--- config.mk ---
export PLATFORM = sky130hd
export DESIGN_NAME = phase_sequencer_flat
export DESIGN_NICKNAME = d
export VERILOG_FILES = /design/src/rtl/phase_sequencer_pkg.sv /design/src/rtl/phase_sequencer_if.sv /design/src/rtl/phase_sequencer_timer.sv /design/src/rtl/phase_sequencer.sv /design/src/flat_wrapper.sv
export SDC_FILE = /design/constraint.sdc
export NUM_CORES = 1
export LEC_CHECK = 0
export ABC_AREA = 1
export CAP_MARGIN = 30
export CORE_ASPECT_RATIO = 0.7
export CORE_MARGIN = 10
export CORE_UTILIZATION = 43
export CTS_CLUSTER_SIZE = 14
export DETAILED_ROUTE_END_ITERATION = 10
export PLACE_DENSITY = 0.87
export SETUP_SLACK_MARGIN = 0.4
export SYNTH_ARGS = -nofsm -noshare
export SYNTH_HDL_FRONTEND = slang
export SYNTH_SLANG_ARGS = --single-unit
--- constraint.sdc ---
create_clock -name clk -period 1.6 [get_ports clk]
set_input_delay 0.16 -clock clk [delete_from_list [all_inputs] [get_ports clk]]
set_output_delay 0.16 -clock clk [all_outputs]
set_load 0.03 [all_outputs]
--- src/rtl/phase_sequencer_pkg.sv ---
// rtl/phase_sequencer_pkg.sv - shared state encoding and widths for the phase sequencer
package phase_sequencer_pkg;

  localparam int OPW = 8;
  localparam int PCW = 4;

  typedef enum logic [2:0] {
    S_IDLE = 3'd0,
    S_CLR  = 3'd1,
    S_PH1  = 3'd2,
    S_PH2  = 3'd3,
    S_PH3  = 3'd4,
    S_CAPT = 3'd5
  } state_t;

endpackage

--- src/rtl/phase_sequencer_if.sv ---
// rtl/phase_sequencer_if.sv - operand, strobe and result bundle between sequencer and its user
// Optional err signal present when PHASE_SEQ_ERR_EN is defined.
interface phase_sequencer_if;
  import phase_sequencer_pkg::*;

  logic           start;
  logic [OPW-1:0] op_a;
  logic [OPW-1:0] op_b;
  logic [OPW-1:0] a_drv;
  logic [OPW-1:0] b_drv;
  logic           t0;
  logic           t1;
  logic           t2;
  logic           t3;
  logic [OPW-1:0] result_in;
  logic [OPW-1:0] result;
  logic           busy;
  logic           done;
`ifdef PHASE_SEQ_ERR_EN
  logic           err;

  modport master (
    output start, op_a, op_b, result_in,
    input  a_drv, b_drv, t0, t1, t2, t3, result, busy, done, err
  );
  modport slave (
    input  start, op_a, op_b, result_in,
    output a_drv, b_drv, t0, t1, t2, t3, result, busy, done, err
  );
`else
  modport master (
    output start, op_a, op_b, result_in,
    input  a_drv, b_drv, t0, t1, t2, t3, result, busy, done
  );
  modport slave (
    input  start, op_a, op_b, result_in,
    output a_drv, b_drv, t0, t1, t2, t3, result, busy, done
  );
`endif

endinterface

--- src/rtl/phase_sequencer_timer.sv ---
// rtl/phase_sequencer_timer.sv - loadable down-counter timing each phase
// tc is high while the count sits at zero, i.e. in the last cycle of a phase.
module phase_timer
  import phase_sequencer_pkg::*;
(
  input  logic           clk,
  input  logic           rst,
  input  logic           load,
  input  logic [PCW-1:0] load_val,
  output logic           tc
);

  logic [PCW-1:0] count;

  always_ff @(posedge clk or posedge rst) begin
    if (rst) begin
      count <= '0;
    end else if (load) begin
      count <= load_val;
    end else if (count != '0) begin
      count <= count - 1'b1;
    end
  end

  assign tc = (count == '0);

endmodule

--- src/rtl/phase_sequencer.sv ---
// rtl/phase_sequencer.sv - four-phase strobe sequencer driving a gate array and capturing its result
// Define PHASE_SEQ_ERR_EN to add the sticky err output (start seen while busy).
module phase_sequencer
  import phase_sequencer_pkg::*;
#(
  parameter int PHASE_CYCLES = 1
) (
  input  logic               clk,
  input  logic               rst,
  phase_sequencer_if.slave   bus
);

  localparam logic [PCW-1:0] RELOAD = PCW'(PHASE_CYCLES - 1);

  state_t state;
  state_t next_state;
  logic   tc;
  logic   load;
  logic   accept;
  logic   t0_d, t1_d, t2_d, t3_d, busy_d, done_d;

  assign accept = (state == S_IDLE) && bus.start;
  assign load   = (next_state != state);

  phase_timer u_timer (
    .clk      (clk),
    .rst      (rst),
    .load     (load),
    .load_val (RELOAD),
    .tc       (tc)
  );

  always_ff @(posedge clk or posedge rst) begin
    if (rst) begin
      state <= S_IDLE;
    end else begin
      state <= next_state;
    end
  end

  always_comb begin
    next_state = state;
    case (state)
      S_IDLE:  if (bus.start) next_state = S_CLR;
      S_CLR:   if (tc) next_state = S_PH1;
      S_PH1:   if (tc) next_state = S_PH2;
      S_PH2:   if (tc) next_state = S_PH3;
      S_PH3:   if (tc) next_state = S_CAPT;
      S_CAPT:  next_state = S_IDLE;
      default: next_state = S_IDLE;
    endcase
  end

  // Outputs decoded from next_state so the registered strobes line up with the state.
  always_comb begin
    t0_d   = (next_state == S_CLR);
    t1_d   = (next_state == S_PH1);
    t2_d   = (next_state == S_PH2);
    t3_d   = (next_state == S_PH3);
    busy_d = (next_state != S_IDLE);
    done_d = (next_state == S_CAPT);
  end

  always_ff @(posedge clk or posedge rst) begin
    if (rst) begin
      bus.t0    <= 1'b0;
      bus.t1    <= 1'b0;
      bus.t2    <= 1'b0;
      bus.t3    <= 1'b0;
      bus.busy  <= 1'b0;
      bus.done  <= 1'b0;
      bus.a_drv <= '0;
      bus.b_drv <= '0;
      bus.result <= '0;
    end else begin
      bus.t0   <= t0_d;
      bus.t1   <= t1_d;
      bus.t2   <= t2_d;
      bus.t3   <= t3_d;
      bus.busy <= busy_d;
      bus.done <= done_d;
      if (accept) begin
        bus.a_drv <= bus.op_a;
        bus.b_drv <= bus.op_b;
      end
      if (state == S_PH3 && tc) begin
        bus.result <= bus.result_in;
      end
    end
  end

`ifdef PHASE_SEQ_ERR_EN
  always_ff @(posedge clk or posedge rst) begin
    if (rst) begin
      bus.err <= 1'b0;
    end else if (accept) begin
      bus.err <= 1'b0;
    end else if (bus.start && bus.busy) begin
      bus.err <= 1'b1;
    end
  end
`endif

endmodule

--- src/flat_wrapper.sv ---
// flat-port wrapper written by rule: the top's interface ports become plain ports
module phase_sequencer_flat import phase_sequencer_pkg::*;
#(
  parameter int PHASE_CYCLES = 1
)
  (clk, rst, bus_start, bus_op_a, bus_op_b, bus_result_in, bus_a_drv, bus_b_drv, bus_t0, bus_t1, bus_t2, bus_t3, bus_result, bus_busy, bus_done);
  phase_sequencer_if bus_i ();
  input  logic clk;
  input  logic rst;
  input wire logic [$bits(bus_i.start)-1:0] bus_start;
  input wire logic [$bits(bus_i.op_a)-1:0] bus_op_a;
  input wire logic [$bits(bus_i.op_b)-1:0] bus_op_b;
  input wire logic [$bits(bus_i.result_in)-1:0] bus_result_in;
  output wire logic [$bits(bus_i.a_drv)-1:0] bus_a_drv;
  output wire logic [$bits(bus_i.b_drv)-1:0] bus_b_drv;
  output wire logic [$bits(bus_i.t0)-1:0] bus_t0;
  output wire logic [$bits(bus_i.t1)-1:0] bus_t1;
  output wire logic [$bits(bus_i.t2)-1:0] bus_t2;
  output wire logic [$bits(bus_i.t3)-1:0] bus_t3;
  output wire logic [$bits(bus_i.result)-1:0] bus_result;
  output wire logic [$bits(bus_i.busy)-1:0] bus_busy;
  output wire logic [$bits(bus_i.done)-1:0] bus_done;
  assign bus_i.start = bus_start;
  assign bus_i.op_a = bus_op_a;
  assign bus_i.op_b = bus_op_b;
  assign bus_i.result_in = bus_result_in;
  assign bus_a_drv = bus_i.a_drv;
  assign bus_b_drv = bus_i.b_drv;
  assign bus_t0 = bus_i.t0;
  assign bus_t1 = bus_i.t1;
  assign bus_t2 = bus_i.t2;
  assign bus_t3 = bus_i.t3;
  assign bus_result = bus_i.result;
  assign bus_busy = bus_i.busy;
  assign bus_done = bus_i.done;
  phase_sequencer #(.PHASE_CYCLES(PHASE_CYCLES)) u_core (.clk(clk), .rst(rst), .bus(bus_i));
endmodule
# Word level (Yosys, flattened, before mapping)
# Cells that the tools add are included.
# W data, S select, Z words.
dict set report totals {
  reg_bits 37
  wordCells 37
  input_bits 27
}
dict set report classes {
  n_addsub 1
  eq_ne 10
  mux 8
  reduce_logical 7
}
# cell count
set op_table {}
lappend op_table {{$mux W3} 5}
lappend op_table {{$pmux W3 S5} 1}
lappend op_table {{$eq A3 B2 Y1 const B} 4}
lappend op_table {{$eq A3 B3 Y1 const B} 3}
lappend op_table {{$mux W4} 2}
lappend op_table {{$eq A3 B1 Y1 const B} 2}
lappend op_table {{$logic_not A4 Y1} 1}
lappend op_table {{$reduce_bool A4 Y1} 1}
lappend op_table {{$sub A4 B1 Y4 const B} 1}
lappend op_table {{$logic_not A3 Y1} 1}
lappend op_table {{$ne A3 B3 Y1} 1}
lappend op_table {{$reduce_bool A3 Y1} 1}
lappend op_table {{$logic_and A1 B1 Y1} 2}
lappend op_table {{$reduce_bool A2 Y1} 1}

# Longest topological paths before layout
dict set report logic_depth {
  word_depth 5
  depth_mapped 9
}

# By module
# From an unflattened synthesis, not the netlist that was laid out.
dict set report hier_totals {
  cells_unflattened 185
  area_unflattened_um2 1584.0
}
# module cells_per_inst area_per_inst_um2 n_inst
set by_module_without_submodules {}
lappend by_module_without_submodules {phase_sequencer 147 1325.0 1}
lappend by_module_without_submodules {phase_timer 38 259.0 1}

# Worst setup path after synthesis
# Ideal clock, no wire load.
dict set report synth_path {
  path_type {flip-flop to flip-flop}
  from {register u_core.u_timer.count[0]}
  to {register u_core.u_timer.count[0]}
  synth_period_minus_slack_ns 1.267
  t_arrival_ns 1.149
  setup_time_ns 0.118
  path_slack_ns 0.333
  stages_incl_launch_ff 10
  path_cell_list {dfrtp_1 inv_1 ha_1 nand2_1 nand2_1 nand3_1 nand2_1 nand2_1 nand2_1 nor2_1}
}
dict set report synth_via {
  elab_chain_len 5
}
# element line_no
set synth_lines {}
lappend synth_lines {{start: declaration} phase_sequencer_timer.sv:13} ;# logic [PCW-1:0] count;
lappend synth_lines {{start signal: assignment} phase_sequencer_timer.sv:19} ;# count <= load_val;
lappend synth_lines {{start signal: assignment} phase_sequencer_timer.sv:21} ;# count <= count - 1'b1;
lappend synth_lines {{$logic_not A4 Y1} phase_sequencer_timer.sv:25} ;# assign tc = (count == '0);
lappend synth_lines {{$mux W3, on equally long branches} --}
lappend synth_lines {{$pmux W3 S5} phase_sequencer.sv:43} ;# case (state)
lappend synth_lines {{$ne A3 B3 Y1} phase_sequencer.sv:23} ;# assign load = (next_state != state);
lappend synth_lines {{$mux W4 / $reduce_bool A2 Y1 (equally long branches)} --}
# Several ways; a longest one is shown, not always the timed one. The select of a mux whose other input is x is not followed.
# A chain may end at the register's enable or synchronous reset.

# Worst setup path after layout
dict set report layout_path {
  from {register u_core.u_timer.count[0]}
  to {register u_core.u_timer.count[1]}
}
# The elaborated chain is that of the path after synthesis.

==> results.yml <==
critical_path:
  crit_type: "flop to flop"
  critPathLaunch: "u_core.u_timer.count[0]$_DFFE_PP0P_"
  critPathTopFamily: "simple AND/OR/NAND/NOR gates"
  cp_num_buf_inv: 1
  crit_top_cell: "nand2_4"
  end_kind: "flop"
  slowest_stage: "dfrtp_1"
  path_cells: "inv_2, ha_4, nand2_4, nand2_2, nand3_2, nand2_4, nand2_4, nand2_4, nor2_1"
  arrival_ns: 1.42
  cpPeakStageDelay_ns: 0.39
  reg2reg_from: "u_core.u_timer.count[0]$_DFFE_PP0P_"
  start_kind: "flop"
  worst-path-max-fanout: 4
  crit_required_ns: 1.77
timing:
  hold-worst-slack_ns: 0.1925
  rsz0062_at_grt: "yes"
  tightest_slew_ns: 0.3442
  fmax_ghz: 0.8010
  fin_crit_sh_pct: 78.03
  skew_ns: 0.01048
  setup_viol: 0
  drv_slew: 0
  slew_headroom_pct: 77.05
  tns_ns: 0
  hold_viol: 0
  min_period_ns: 1.248
logic_synthesis:
  synth_ff_type: "dfrtp_1"
  synth_top_cell_by_area: "dfrtp_1"
  synth_warnings: 0
  ys_ff_latch: 37
  syn_nets: 200
  synth-edff-count: 0
  ys_seq_area_share_pct: 62.24
  yosysUniqueCellTypes: 17
  syn_inst: 172
  avgSynthCellArea_um2: 8.649
  synth_area_um2: 1488
  synth_top_area_share_pct: 62.24
  synthArstFlopShare_pct: 100.0
  yosys-top-cells-area: "dfrtp_1 62%, nand2_1 21%, inv_1 4.5%"
power_and_ir_drop:
  p_per_area_nw_per_um2: 1956
  power_leakage_uw: 0.001196
  peakVddDrop_mv: 1.047
route:
  firstDrtPassIters: 4
  wl_um: 3845
  wl_per_cell_um: 13.40
  first_iter_violations: 70
  via_per_inst: 4.505
  ant_nets: 0
  drc: 0
  vias: 1293
cts:
  cts_hold_buf: 0
  cts.sinks: 37
  insertion_delay_ns: 0.29
  cts_tree: "done"
  cts_max_path_buffers: 2
  clkSlewWorstSetupHoldPaths_ns: 0.08
  cts-root-buf: "clkbuf_8"
  numCtsBuffers: 5
  htree_levels: 2
floorplanning:
  die_w_um: 90.30
  dieArea_um2: 6250
  die_height_um: 69.21
  num_rows: 17
  initial_core_util_pct: 46.01
  io_pins: 57
  core-area_um2: 3233
global_routing:
  antenna_found_initial: 0
  grt_usage_pct: 11.99
  first_global_vias: 1252
  grt_pass1_wl_um: 6189
  grt-ovfl-total: 0
  grt_max_degree: 29
finish:
  fin_util_pct: 70.20
  nets: 268
  fillers: 247
  syn2layout_area_growth_pct: 52.57
  antennaDiodeCount: 0
  drive_above_1_share_pct: 25.00
flow_run:
  cap_violations: 0
placement:
  hpwl_um: 2776
  gp_congestion: 0.7885
  port_buffers: 56
worst_hold_path:
  hold_path.class: "primary input to asynchronous set/reset pin"
status:
  status: "completed"
==> per-layer routing <==
metal	GRT usage (%)	share of wire [%]
met1	13.72	43
met2	18.47	47
met3	7.004	9.6
met4	3.659	0.70
met5	0	0
==> area by class of cell <==
class / instances / area [µm²] / share of cell area, %
flip-flops and latches: 37 / 929.6 / 40.96
inverters: 22 / 92.59 / 4.079
repair buffers: 63 / 519.2 / 22.88
multi-input cells: 111 / 583.1 / 25.69
well taps: 47 / 58.81 / 2.591
clock buffers: 7 / 86.33 / 3.804
==> final timing paths <==
check	endpoint	slack (ns)	cells past startpoint
max in group asynchronous	u_core.state[0]$_DFF_PP0_	1.04	3
worst max-delay path	u_core.u_timer.count[1]$_DFFE_PP0P_	0.35	9
worst min register to register	u_core.bus.t0$_DFF_PP0_	0.47	1
worst min-delay path	u_core.bus.result[6]$_DFFE_PP0P_	0.19	3
min in group clk	u_core.bus.a_drv[0]$_DFFE_PP0P_	0.41	3
worst max register to register	u_core.u_timer.count[1]$_DFFE_PP0P_	0.35	9
==> what timing repair did <==
item,CTS,global route
setup buffers,4,0
pin swaps,2,6
endpoints found under the setup margin,51,59
resized for setup,61,49
==> synth_stat cells (2+ instances only) <==
cell	instances
nand2_1	83
nor3_1	2
nor2_1	9
inv_1	18
o21ai_0	3
nand3_1	7
inv_2	4
dfrtp_1	37
==> worst register-to-register path, stage by stage, from the launching register on <==
cell	delay, ns
dfrtp_1	0.39
inv_2	0.07
ha_4	0.16
nand2_4	0.06
nand2_2	0.06
nand3_2	0.09
nand2_4	0.12
nand2_4	0.06
nand2_4	0.08
nor2_1	0.04
==> layout by cell type (no fill, tap or decap) <==
master,instances
nand2_1,77
dfrtp_1,34
clkdlybuf4s50_1,26
clkbuf_2,19
inv_1,15
nor2_1,8
nand2_4,6
clkbuf_8,6
clkdlybuf4s15_1,6
buf_4,6
inv_2,5
dlygate4sd2_1,5
nand3_1,4
o21ai_0,3
nand3_2,3
dfrtp_2,3
nor2_4,2
inv_6,2
nand3_4,1
nor3_4,1
nor3_2,1
nand2_2,1
a31oi_2,1
nor3b_2,1
xor2_1,1
ha_4,1
clkbuf_1,1
buf_8,1
==> stage by stage <==
| stage | instance area [µm²] | instances | power [µW] | worst slack [ns] |
|---|---|---|---|---|
| 5_1_grt | 2270 | 287 | 4725 | 0.3002 |
| 3_3_place_gp | 2128 | 276 | 3808 | 0.2977 |
| 3_5_place_dp | 2128 | 276 | 3848 | 0.2493 |
| 6_report | 2270 | 287 | 4439 | 0.3516 |
| 4_1_cts | 2280 | 287 | 4367 | 0.3638 |
| 2_1_floorplan | 1503 | 172 | 2882 | 0.4017 |
==> sequential cells by signal (all words and copies together) (netlist names) <==
signal                flops
u_core.bus.t1             1
u_core.u_timer.count      4
u_core.bus.t0             1
u_core.bus.t2             1
u_core.bus.a_drv          8
u_core.bus.b_drv          8
u_core.bus.done           1
u_core.bus.t3             1
u_core.bus.result         8
u_core.state              3
u_core.bus.busy           1
==> report_power, final <==
group | switching [µW] | internal (µW) | leakage, µW
Combinational | 1530 | 699 | 0.000688
Sequential | 237 | 1330 | 0.000464
Clock | 307 | 342 | 0.0000443
==> cells by family (layout without fill, tap and decap cells) <==
kind of cell               Yosys count  after routing  synth area share [%]
and+or+nand+nor                    105            105                 28.26
AOI/OAI and AO/OA                    4              4                 1.430
adders and majority gates            1              1                0.8409
DFF                                 37             37                 62.24
xor gates and xnor gates             1              1                0.5888
buffers and inverters               24             92                 6.643
(Power assumes the default switching activity.)
